File: src/rtl/c3_pkg.sv
// Shared constants, state encoding and window tap layout for the C3 window generator.
// Imported by c3_addr_gen and c3_window_gen.
package c3_pkg;

    localparam int DATA_WIDTH = 12;
    localparam int MAP_DIM    = 14;
    localparam int K          = 5;
    localparam int OUT_DIM    = MAP_DIM - K + 1;
    localparam int N_CH       = 6;
    localparam int RD_LAT     = 2;

    localparam int ADDR_W = 8;
    localparam int WIN_W  = N_CH * K * K * DATA_WIDTH;

    typedef logic [2:0] kidx_t;
    typedef logic [3:0] pos_t;

    typedef enum logic [2:0] {
        IDLE,
        FILL,
        DRAIN,
        EMIT,
        DONE
    } state_t;

    // Bit offset of tap (c, ky, kx) in the flattened window bus.
    function automatic int tap_off(input int c, input int ky, input int kx);
        return ((c * K + ky) * K + kx) * DATA_WIDTH;
    endfunction

endpackage

File: src/rtl/c3_addr_gen.sv
// Output-position and read-address generator for the C3 window generator.
// Ports: clk/rst, start (reset position), issue (one read this cycle),
//   step_col/step_row (advance after a handshake), rd_addr, win_row, win_col,
//   iss_ky (row-in-column of the current read), fill_last, last_col, last_row.
module c3_addr_gen
    import c3_pkg::*;
(
    input  logic              clk,
    input  logic              rst,
    input  logic              start,
    input  logic              issue,
    input  logic              step_col,
    input  logic              step_row,
    output logic [ADDR_W-1:0] rd_addr,
    output pos_t              win_row,
    output pos_t              win_col,
    output kidx_t             iss_ky,
    output logic              fill_last,
    output logic              last_col,
    output logic              last_row
);

    // col_j is the window-relative column being loaded; a one-column
    // refill starts at K-1 so every fill ends at (K-1, K-1).
    kidx_t col_j;
    kidx_t row_k;

    logic [ADDR_W-1:0] map_row;
    logic [ADDR_W-1:0] map_col;

    always_ff @(posedge clk) begin
        if (rst || start) begin
            win_row <= '0;
            win_col <= '0;
            col_j   <= '0;
            row_k   <= '0;
        end else if (step_row) begin
            win_row <= win_row + pos_t'(1);
            win_col <= '0;
            col_j   <= '0;
            row_k   <= '0;
        end else if (step_col) begin
            win_col <= win_col + pos_t'(1);
            col_j   <= kidx_t'(K - 1);
            row_k   <= '0;
        end else if (issue && !fill_last) begin
            if (row_k == kidx_t'(K - 1)) begin
                row_k <= '0;
                col_j <= col_j + kidx_t'(1);
            end else begin
                row_k <= row_k + kidx_t'(1);
            end
        end
    end

    assign fill_last = (col_j == kidx_t'(K - 1)) && (row_k == kidx_t'(K - 1));
    assign last_col  = (win_col == pos_t'(OUT_DIM - 1));
    assign last_row  = (win_row == pos_t'(OUT_DIM - 1));
    assign iss_ky    = row_k;

    assign map_row = ADDR_W'(win_row) + ADDR_W'(row_k);
    assign map_col = ADDR_W'(win_col) + ADDR_W'(col_j);
    assign rd_addr = map_row * ADDR_W'(MAP_DIM) + map_col;

endmodule

File: src/rtl/c3_window_gen.sv
// C3 window generator: streams 5x5x6 windows over the 10x10 output grid from
// the pooled S2 maps, reading one new column per step with a sliding register.
// Ports: clk, rst (sync, active-high), en, rd_addr/rd_data (L2 memories),
//   win_valid/win_ready handshake, window, win_row, win_col, done.
// Build option: define C3_WIN_RELU_EN to clamp negative pixels to 0 on capture.
module c3_window_gen
    import c3_pkg::*;
(
    input  logic                       clk,
    input  logic                       rst,
    input  logic                       en,
    output logic [ADDR_W-1:0]          rd_addr,
    input  logic [N_CH*DATA_WIDTH-1:0] rd_data,
    output logic                       win_valid,
    input  logic                       win_ready,
    output logic [WIN_W-1:0]           window,
    output logic [3:0]                 win_row,
    output logic [3:0]                 win_col,
    output logic                       done
);

    state_t state;
    logic [3:0] drain_cnt;

    logic start, issue, hs;
    logic step_col, step_row;
    logic fill_last, last_col, last_row;
    kidx_t iss_ky;

    logic [RD_LAT-1:0] tag_v;
    kidx_t tag_ky [RD_LAT];
    kidx_t ret_ky;
    logic ret_v;

    logic [DATA_WIDTH-1:0] cap_pix [N_CH];
    logic [DATA_WIDTH-1:0] stage [N_CH][K-1];
    logic [DATA_WIDTH-1:0] win_q [N_CH][K][K];

    assign start    = en && (state == IDLE);
    assign issue    = en && (state == FILL);
    assign hs       = en && (state == EMIT) && win_ready;
    assign step_col = hs && !last_col;
    assign step_row = hs && last_col && !last_row;

    c3_addr_gen u_addr (
        .clk       (clk),
        .rst       (rst),
        .start     (start),
        .issue     (issue),
        .step_col  (step_col),
        .step_row  (step_row),
        .rd_addr   (rd_addr),
        .win_row   (win_row),
        .win_col   (win_col),
        .iss_ky    (iss_ky),
        .fill_last (fill_last),
        .last_col  (last_col),
        .last_row  (last_row)
    );

    always_ff @(posedge clk) begin
        if (rst) begin
            state     <= IDLE;
            drain_cnt <= '0;
            win_valid <= 1'b0;
            done      <= 1'b0;
        end else if (!en) begin
            state     <= IDLE;
            win_valid <= 1'b0;
            done      <= 1'b0;
        end else begin
            unique case (state)
                IDLE: begin
                    state <= FILL;
                end
                FILL: begin
                    if (fill_last) begin
                        state     <= DRAIN;
                        drain_cnt <= '0;
                    end
                end
                DRAIN: begin
                    if (drain_cnt == 4'(RD_LAT - 1)) begin
                        state     <= EMIT;
                        win_valid <= 1'b1;
                    end else begin
                        drain_cnt <= drain_cnt + 4'd1;
                    end
                end
                EMIT: begin
                    if (win_ready) begin
                        win_valid <= 1'b0;
                        if (last_row && last_col) begin
                            state <= DONE;
                            done  <= 1'b1;
                        end else begin
                            state <= FILL;
                        end
                    end
                end
                DONE: begin
                    done <= 1'b1;
                end
                default: state <= IDLE;
            endcase
        end
    end

    // Tag pipeline runs in step with the memory read latency.
    always_ff @(posedge clk) begin
        if (rst || !en) begin
            tag_v <= '0;
            for (int i = 0; i < RD_LAT; i++) begin
                tag_ky[i] <= '0;
            end
        end else begin
            tag_v[0]  <= issue;
            tag_ky[0] <= iss_ky;
            for (int i = 1; i < RD_LAT; i++) begin
                tag_v[i]  <= tag_v[i-1];
                tag_ky[i] <= tag_ky[i-1];
            end
        end
    end

    assign ret_v  = tag_v[RD_LAT-1];
    assign ret_ky = tag_ky[RD_LAT-1];

    always_comb begin
        for (int c = 0; c < N_CH; c++) begin
`ifdef C3_WIN_RELU_EN
            cap_pix[c] = rd_data[c*DATA_WIDTH+DATA_WIDTH-1] ? '0
                       : rd_data[c*DATA_WIDTH +: DATA_WIDTH];
`else
            cap_pix[c] = rd_data[c*DATA_WIDTH +: DATA_WIDTH];
`endif
        end
    end

    // Bottom-row return completes a column: shift left, new column at kx=K-1.
    always_ff @(posedge clk) begin
        if (rst) begin
            for (int c = 0; c < N_CH; c++) begin
                for (int r = 0; r < K - 1; r++) begin
                    stage[c][r] <= '0;
                end
                for (int y = 0; y < K; y++) begin
                    for (int x = 0; x < K; x++) begin
                        win_q[c][y][x] <= '0;
                    end
                end
            end
        end else if (en && ret_v) begin
            if (ret_ky == kidx_t'(K - 1)) begin
                for (int c = 0; c < N_CH; c++) begin
                    for (int y = 0; y < K; y++) begin
                        for (int x = 0; x < K - 1; x++) begin
                            win_q[c][y][x] <= win_q[c][y][x+1];
                        end
                    end
                    for (int y = 0; y < K - 1; y++) begin
                        win_q[c][y][K-1] <= stage[c][y];
                    end
                    win_q[c][K-1][K-1] <= cap_pix[c];
                end
            end else begin
                for (int c = 0; c < N_CH; c++) begin
                    for (int r = 0; r < K - 1; r++) begin
                        if (ret_ky == kidx_t'(r)) begin
                            stage[c][r] <= cap_pix[c];
                        end
                    end
                end
            end
        end
    end

    always_comb begin
        window = '0;
        for (int c = 0; c < N_CH; c++) begin
            for (int y = 0; y < K; y++) begin
                for (int x = 0; x < K; x++) begin
                    window[tap_off(c, y, x) +: DATA_WIDTH] = win_q[c][y][x];
                end
            end
        end
    end

endmodule

File: config.mk
export PLATFORM = sky130hd
export DESIGN_NAME = c3_window_gen
export DESIGN_NICKNAME = d
export VERILOG_FILES = /design/src/rtl/c3_pkg.sv /design/src/rtl/c3_addr_gen.sv /design/src/rtl/c3_window_gen.sv
export SDC_FILE = /design/constraint.sdc
export NUM_CORES = 2
export LEC_CHECK = 0
export ABC_AREA = 1
export CAP_MARGIN = 10
export CORE_AREA = 2 2 729 731
export CTS_BUF_LIST = sky130_fd_sc_hd__clkbuf_4
export DETAILED_ROUTE_END_ITERATION = 10
export DIE_AREA = 0 0 731 733
export GPL_TIMING_DRIVEN = 0
export PLACE_DENSITY = 0.43
export SLEW_MARGIN = 30
export SYNTH_ARGS = -nofsm -noshare
export SYNTH_HDL_FRONTEND = slang
export SYNTH_HIERARCHICAL = 1
export SYNTH_SLANG_ARGS = --single-unit
File: constraint.sdc
create_clock -name clk -period 57.9 [get_ports clk]
set_input_delay 8.685 -clock clk [delete_from_list [all_inputs] [get_ports clk]]
set_output_delay 8.685 -clock clk [all_outputs]
set_load 0.01 [all_outputs]
== After elaboration in Yosys (flattened, before gate mapping) ==
Memory sizes are Yosys's and may differ from the RTL's.
Index checks and enable logic that the tools add are counted.
Storage, ports and cells
  memories: 3
  register bits after elaboration: 25
  logic and storage cells: 474
  input bits: 76
  output and inout bits: 1818
  RAM bits: 2094
Memories
  win_q: depth 6, width 300, read ports 6, clocked after memory_dff 0, write ports 6, RTL line c3_window_gen.sv:37  | logic [DATA_WIDTH-1:0] win_q [N_CH][K][K];
  stage: depth 6, width 48, read ports 6, clocked after memory_dff 0, write ports 6, RTL line c3_window_gen.sv:36  | logic [DATA_WIDTH-1:0] stage [N_CH][K-1];
  tag_ky: depth 2, width 3, read ports 2, clocked after memory_dff 0, write ports 2, RTL line c3_window_gen.sv:31  | kidx_t tag_ky [RD_LAT];
Cells by class
  muxes and demuxes: 223
  bitwise operators: 178
  reduce and logical (&&, ||, !) cells: 33
  equal/unequal tests: 18
  multipliers: 1
  add/subtract/negate cells: 8
Operators by type and width (number)
  2-to-1 mux 12 bit: 174
  OR 1 bit: 176
  2-to-1 mux 1 bit: 33
  2-to-1 mux 3 bit: 10
  case mux 3 bit (5 select lines): 1
  adder 4 x 1 -> 4 bit, second input constant: 3
  == test 3 x 2 -> 1 bit, second input constant: 4
  == test 3 bit, second input constant: 4
  logical AND 1 bit: 11
  adder 4 x 3 -> 5 bit: 2
  nonzero test 2 bit: 5
  adder 8 bit: 1
  == test 4 bit, second input constant: 2
  multiplier 8 x 3 -> 7 bit, second input constant: 1
  2-to-1 mux 4 bit: 2
  case mux 4 bit (2 select lines): 1
  AND reduction 4 bit: 2
  adder 3 x 1 -> 3 bit, second input constant: 2
  == test 3 x 1 -> 1 bit, second input constant: 2
  logical NOT 3 bit: 2
  inequality test 2 bit, second input constant: 3
  AND reduction 3 bit: 2
  == test 4 x 1 -> 1 bit, second input constant: 1
  logical NOT 1 bit: 4
  other kinds (7): 13

== Logic depth before layout (Yosys ltp) ==
An unclocked memory read counts as a cell.
  depth in word-level cells: 8
  mapped depth: 15
  gate-level depth less buffers: 15

== Hierarchy ==
Netlist, hierarchy kept.
By module, submodules not included
  c3_window_gen: times used 1, area each 83837.9 µm², cells an instance 6338, sequential area each 63040.5 µm²
  c3_addr_gen: times used 1, area each 1450.1 µm², cells an instance 191, sequential area each 280.3 µm²

== Worst setup path before layout ==
Ideal clock, no wire load.
  path type: input-to-reg
  start point: input rst
  end point: memory win_q[0][0] (netlist name), enable pin
  slack: 7.533 ns
  data arrival time: 38.041 ns
  library setup time: 12.326 ns
  path buffers: 1
  data required time: 45.574 ns
  stages: 3
  path through: inv_1 -> buf_2 -> nand2_1
RTL lines
  start: declaration: RTL line c3_window_gen.sv:10  | input logic rst,
  end: declaration: RTL line c3_window_gen.sv:37

== Worst setup path after layout ==
  start point: register u_addr.win_row[0]
  end point: output rd_addr[7]
On the way
  cells in the longest elaborated chain, start to end: 3
RTL lines
  start: declaration: RTL line c3_addr_gen.sv:15  | output pos_t win_row,
  start signal: assignment: RTL line c3_addr_gen.sv:38  | win_row <= win_row + pos_t'(1);
  adder 4 x 3 -> 5 bit: RTL line c3_addr_gen.sv:61  | assign map_row = ADDR_W'(win_row) + ADDR_W'(row_k);
  multiplier 8 x 3 -> 7 bit: RTL line c3_addr_gen.sv:63  | assign rd_addr = map_row * ADDR_W'(MAP_DIM) + map_col;
  adder 8 bit: RTL line c3_addr_gen.sv:63
  end: declaration: RTL line c3_window_gen.sv:12  | output logic [ADDR_W-1:0] rd_addr,
Every way passes these cells.

==> results.cfg <==
[timing]
slew_violations = 0
setup_viol_count_final = 0
fmax_mhz = 70.72
max_slew_margin_pct = 27.32
fin_hold_ws_ns = 0.4066
fin_ws_ns = 43.76
timing.setup.tns_ns = 0
tightest_slew_ns = 1.090
rsz0062_at_grt = no
post-route-period-util_pct = 24.42
finalHoldViolations = 0
finalClockSkew_ns = 0.1494
min_period_ns = 14.14

[run_status]
status = finished, final reports clean

[critical_path]
r2r_slack_ns = 53.91
cp_max_fo = 6
worst_setup_path_start_kind = register
cp-end-kind = primary output
critPathKind = register to primary output
crit_arrival_ns = 5.46
cp.required_ns = 49.22

[global_routing]
grt_pass1_wl_um = 527500
grt_usage_pct = 14.69
grt_pass1_vias = 56180
grt_max_degree = 49
grt_antenna_before_repair = 61
grt_overflow = 0

[floorplanning]
die_x_um = 731
rows = 267
core_um2 = 527500
die_area_um2 = 535800
ioPinCount = 1894
start_util_pct = 16.17
die_height_um = 733

[cts]
cts_resized = 0
cts_root_buf = clkbuf_4
cts_sinks = 2119
clk_pin_slew_ns = 0.06
clkLatencyLatePin_ns = 1.59
htree_levels = 6
cts_buffers = 640
cts_setup_buffers = 0
cts_tree = built
ctsHoldBuffers = 0
cts_buffer_depth = 4

[placed_design]
portBuffers = 1893
place_congestion = 0.8202
dpl.hpwl_um = 326500
place_ws_ns = 44.64
dpl-instance-area_um2 = 114600

[yosys]
yosysWarningCount = 6
synth_top_area_cell = edfxtp_1
syn_nets = 6639
syn_area_per_cell_um2 = 13.06
synth.distinct_cells = 36
ys_seq_elements = 2119
synth_area_um2 = 85290
synthTopCellsByArea = edfxtp_1 74%, inv_1 8.2%, nor2_2 6.0%
synth_seq_area_share_pct = 74.24
synth_top_area_share_pct = 73.52
syn_inst = 6529

[final_layout]
fin_nets = 9250
final_common_cell = edfxtp_1
area_growth_syn_to_layout_pct = 43.87
layout-drive-gt1-share_pct = 24.13
final_cell_mix = 2,088 x edfxtp_1, 1,879 x clkdlybuf4s50_1, 1,861 x inv_1, 1,127 x nor2_1, 926 x clkbuf_4
final_area_um2 = 122700

[routing]
postRouteAntennaNets = 0
wl_per_cell_um = 24.66
first_pass_iters = 5
vias = 56040
drc = 0
drt_iter0_drc = 3951
avgViaCountPerCell = 3.376
routed_wl_um = 409400

[run]
cap_violations = 0

[power_and_ir_drop]
power_leakage_uw = 0.04651
vdd_drop_max_mv = 0.01635
power_density_nw_per_um2 = 28.64

[min_path]
min_path_type = register to register
==> where the power goes <==
| part | switching (µW) | internal, µW | leakage [µW] | total (µW) |
|---|---|---|---|---|
| clock | 737 | 782 | 0.00475 | 1520 |
| sequential | 38.2 | 1730 | 0.0218 | 1770 |
| combinational | 134 | 91.1 | 0.0199 | 226 |
| total | 910 | 2600 | 0.0465 | 3510 |
==> Yosys cell counts (all sizes together) <==
cell / n
a31oi: 1
ha: 25
xnor2: 3
a211oi: 1
dfxtp: 31
a22oi: 1
nand3: 29
edfxtp: 2088
nand3b: 2
nor3: 2
nor2: 2133
inv: 1866
o21ai: 7
buf: 193
o21a: 2
fa: 9
nand2: 64
clkbuf: 37
a21oi: 17
or2: 2
xor2: 4
nor4: 1
nand4: 10
nor3b: 1
==> per-layer routing <==
layer  GRT usage, %  routed length, µm
met1          19.07             177000
met2          22.70             181000
met3          5.778              41530
met4          3.723               9736
met5              0                131
==> kinds of logic (layout without fill, tap and decap cells) <==
logic type	count (synthesis)	in the layout	synth area share [%]
adders and majority gates	34	34	0.5780
AOI/OAI and AO/OA	29	29	0.1995
buffers and inverters	2096	5147	10.88
xor gates and xnor gates	7	7	0.08069
DFF	2119	2119	74.24
other	0	25	0
and+or+nand+nor	2244	2244	14.02
==> critical path: stages, from the launching register on <==
cell             delay [ns]
dfxtp_1                0.37
ha_1                   0.26
fa_1                   0.40
xor2_1                 0.24
inv_1                  0.17
fa_1                   0.54
fa_1                   0.55
inv_1                  0.05
ha_1                   0.34
nand2_1                0.08
nand2_1                0.06
o21a_2                 0.22
nand2_1                0.06
nand2_1                0.04
nand2_1                0.06
clkdlybuf4s50_1        0.54
==> through the flow <==
stage               util [%]  power (µW)  cells
floorplan                  -        1975   6529
global placement       21.42        2228  15420
detailed placement     21.73        2034  15490
CTS                    23.25        3594  16570
global route           23.25        3679  16580
finish                 23.26        3514  16600
==> final cells by class <==
cell class	instances	area, µm²
fill	56540	404800
sequential	2119	63320
timing repair buffer	1969	20500
multi-input combinational	2314	12730
tap	6994	8751
inverter	1866	7004
clock buffer	922	6922
buffer	230	2306
clock inverter	160	1109
antenna	25	62.56
==> flip-flops by register name, summed over array words and instances (netlist names), 2 cells and up <==
name	cells
u_addr/col_j	3
u_addr/win_row	4
tag_ky	6
u_addr/win_col	4
tag_v	2
state	3
stage	288
u_addr/iss_ky	3
drain_cnt	4
win_q	1800
==> worst paths after layout <==
check,cells past startpoint,to,from
hold reg to reg,2,tag_v[1]$_SDFF_PP0_,tag_v[0]$_SDFF_PP0_
setup / recovery,15,rd_addr[7],u_addr/win_row[0]$_SDFFE_PP0P_
setup reg to reg,13,win_q[0][1167]$_SDFFCE_PN0P_,tag_v[1]$_SDFF_PP0_
hold / removal,2,tag_v[1]$_SDFF_PP0_,tag_v[0]$_SDFF_PP0_
No activity file was read; power rests on OpenSTA's default activity.
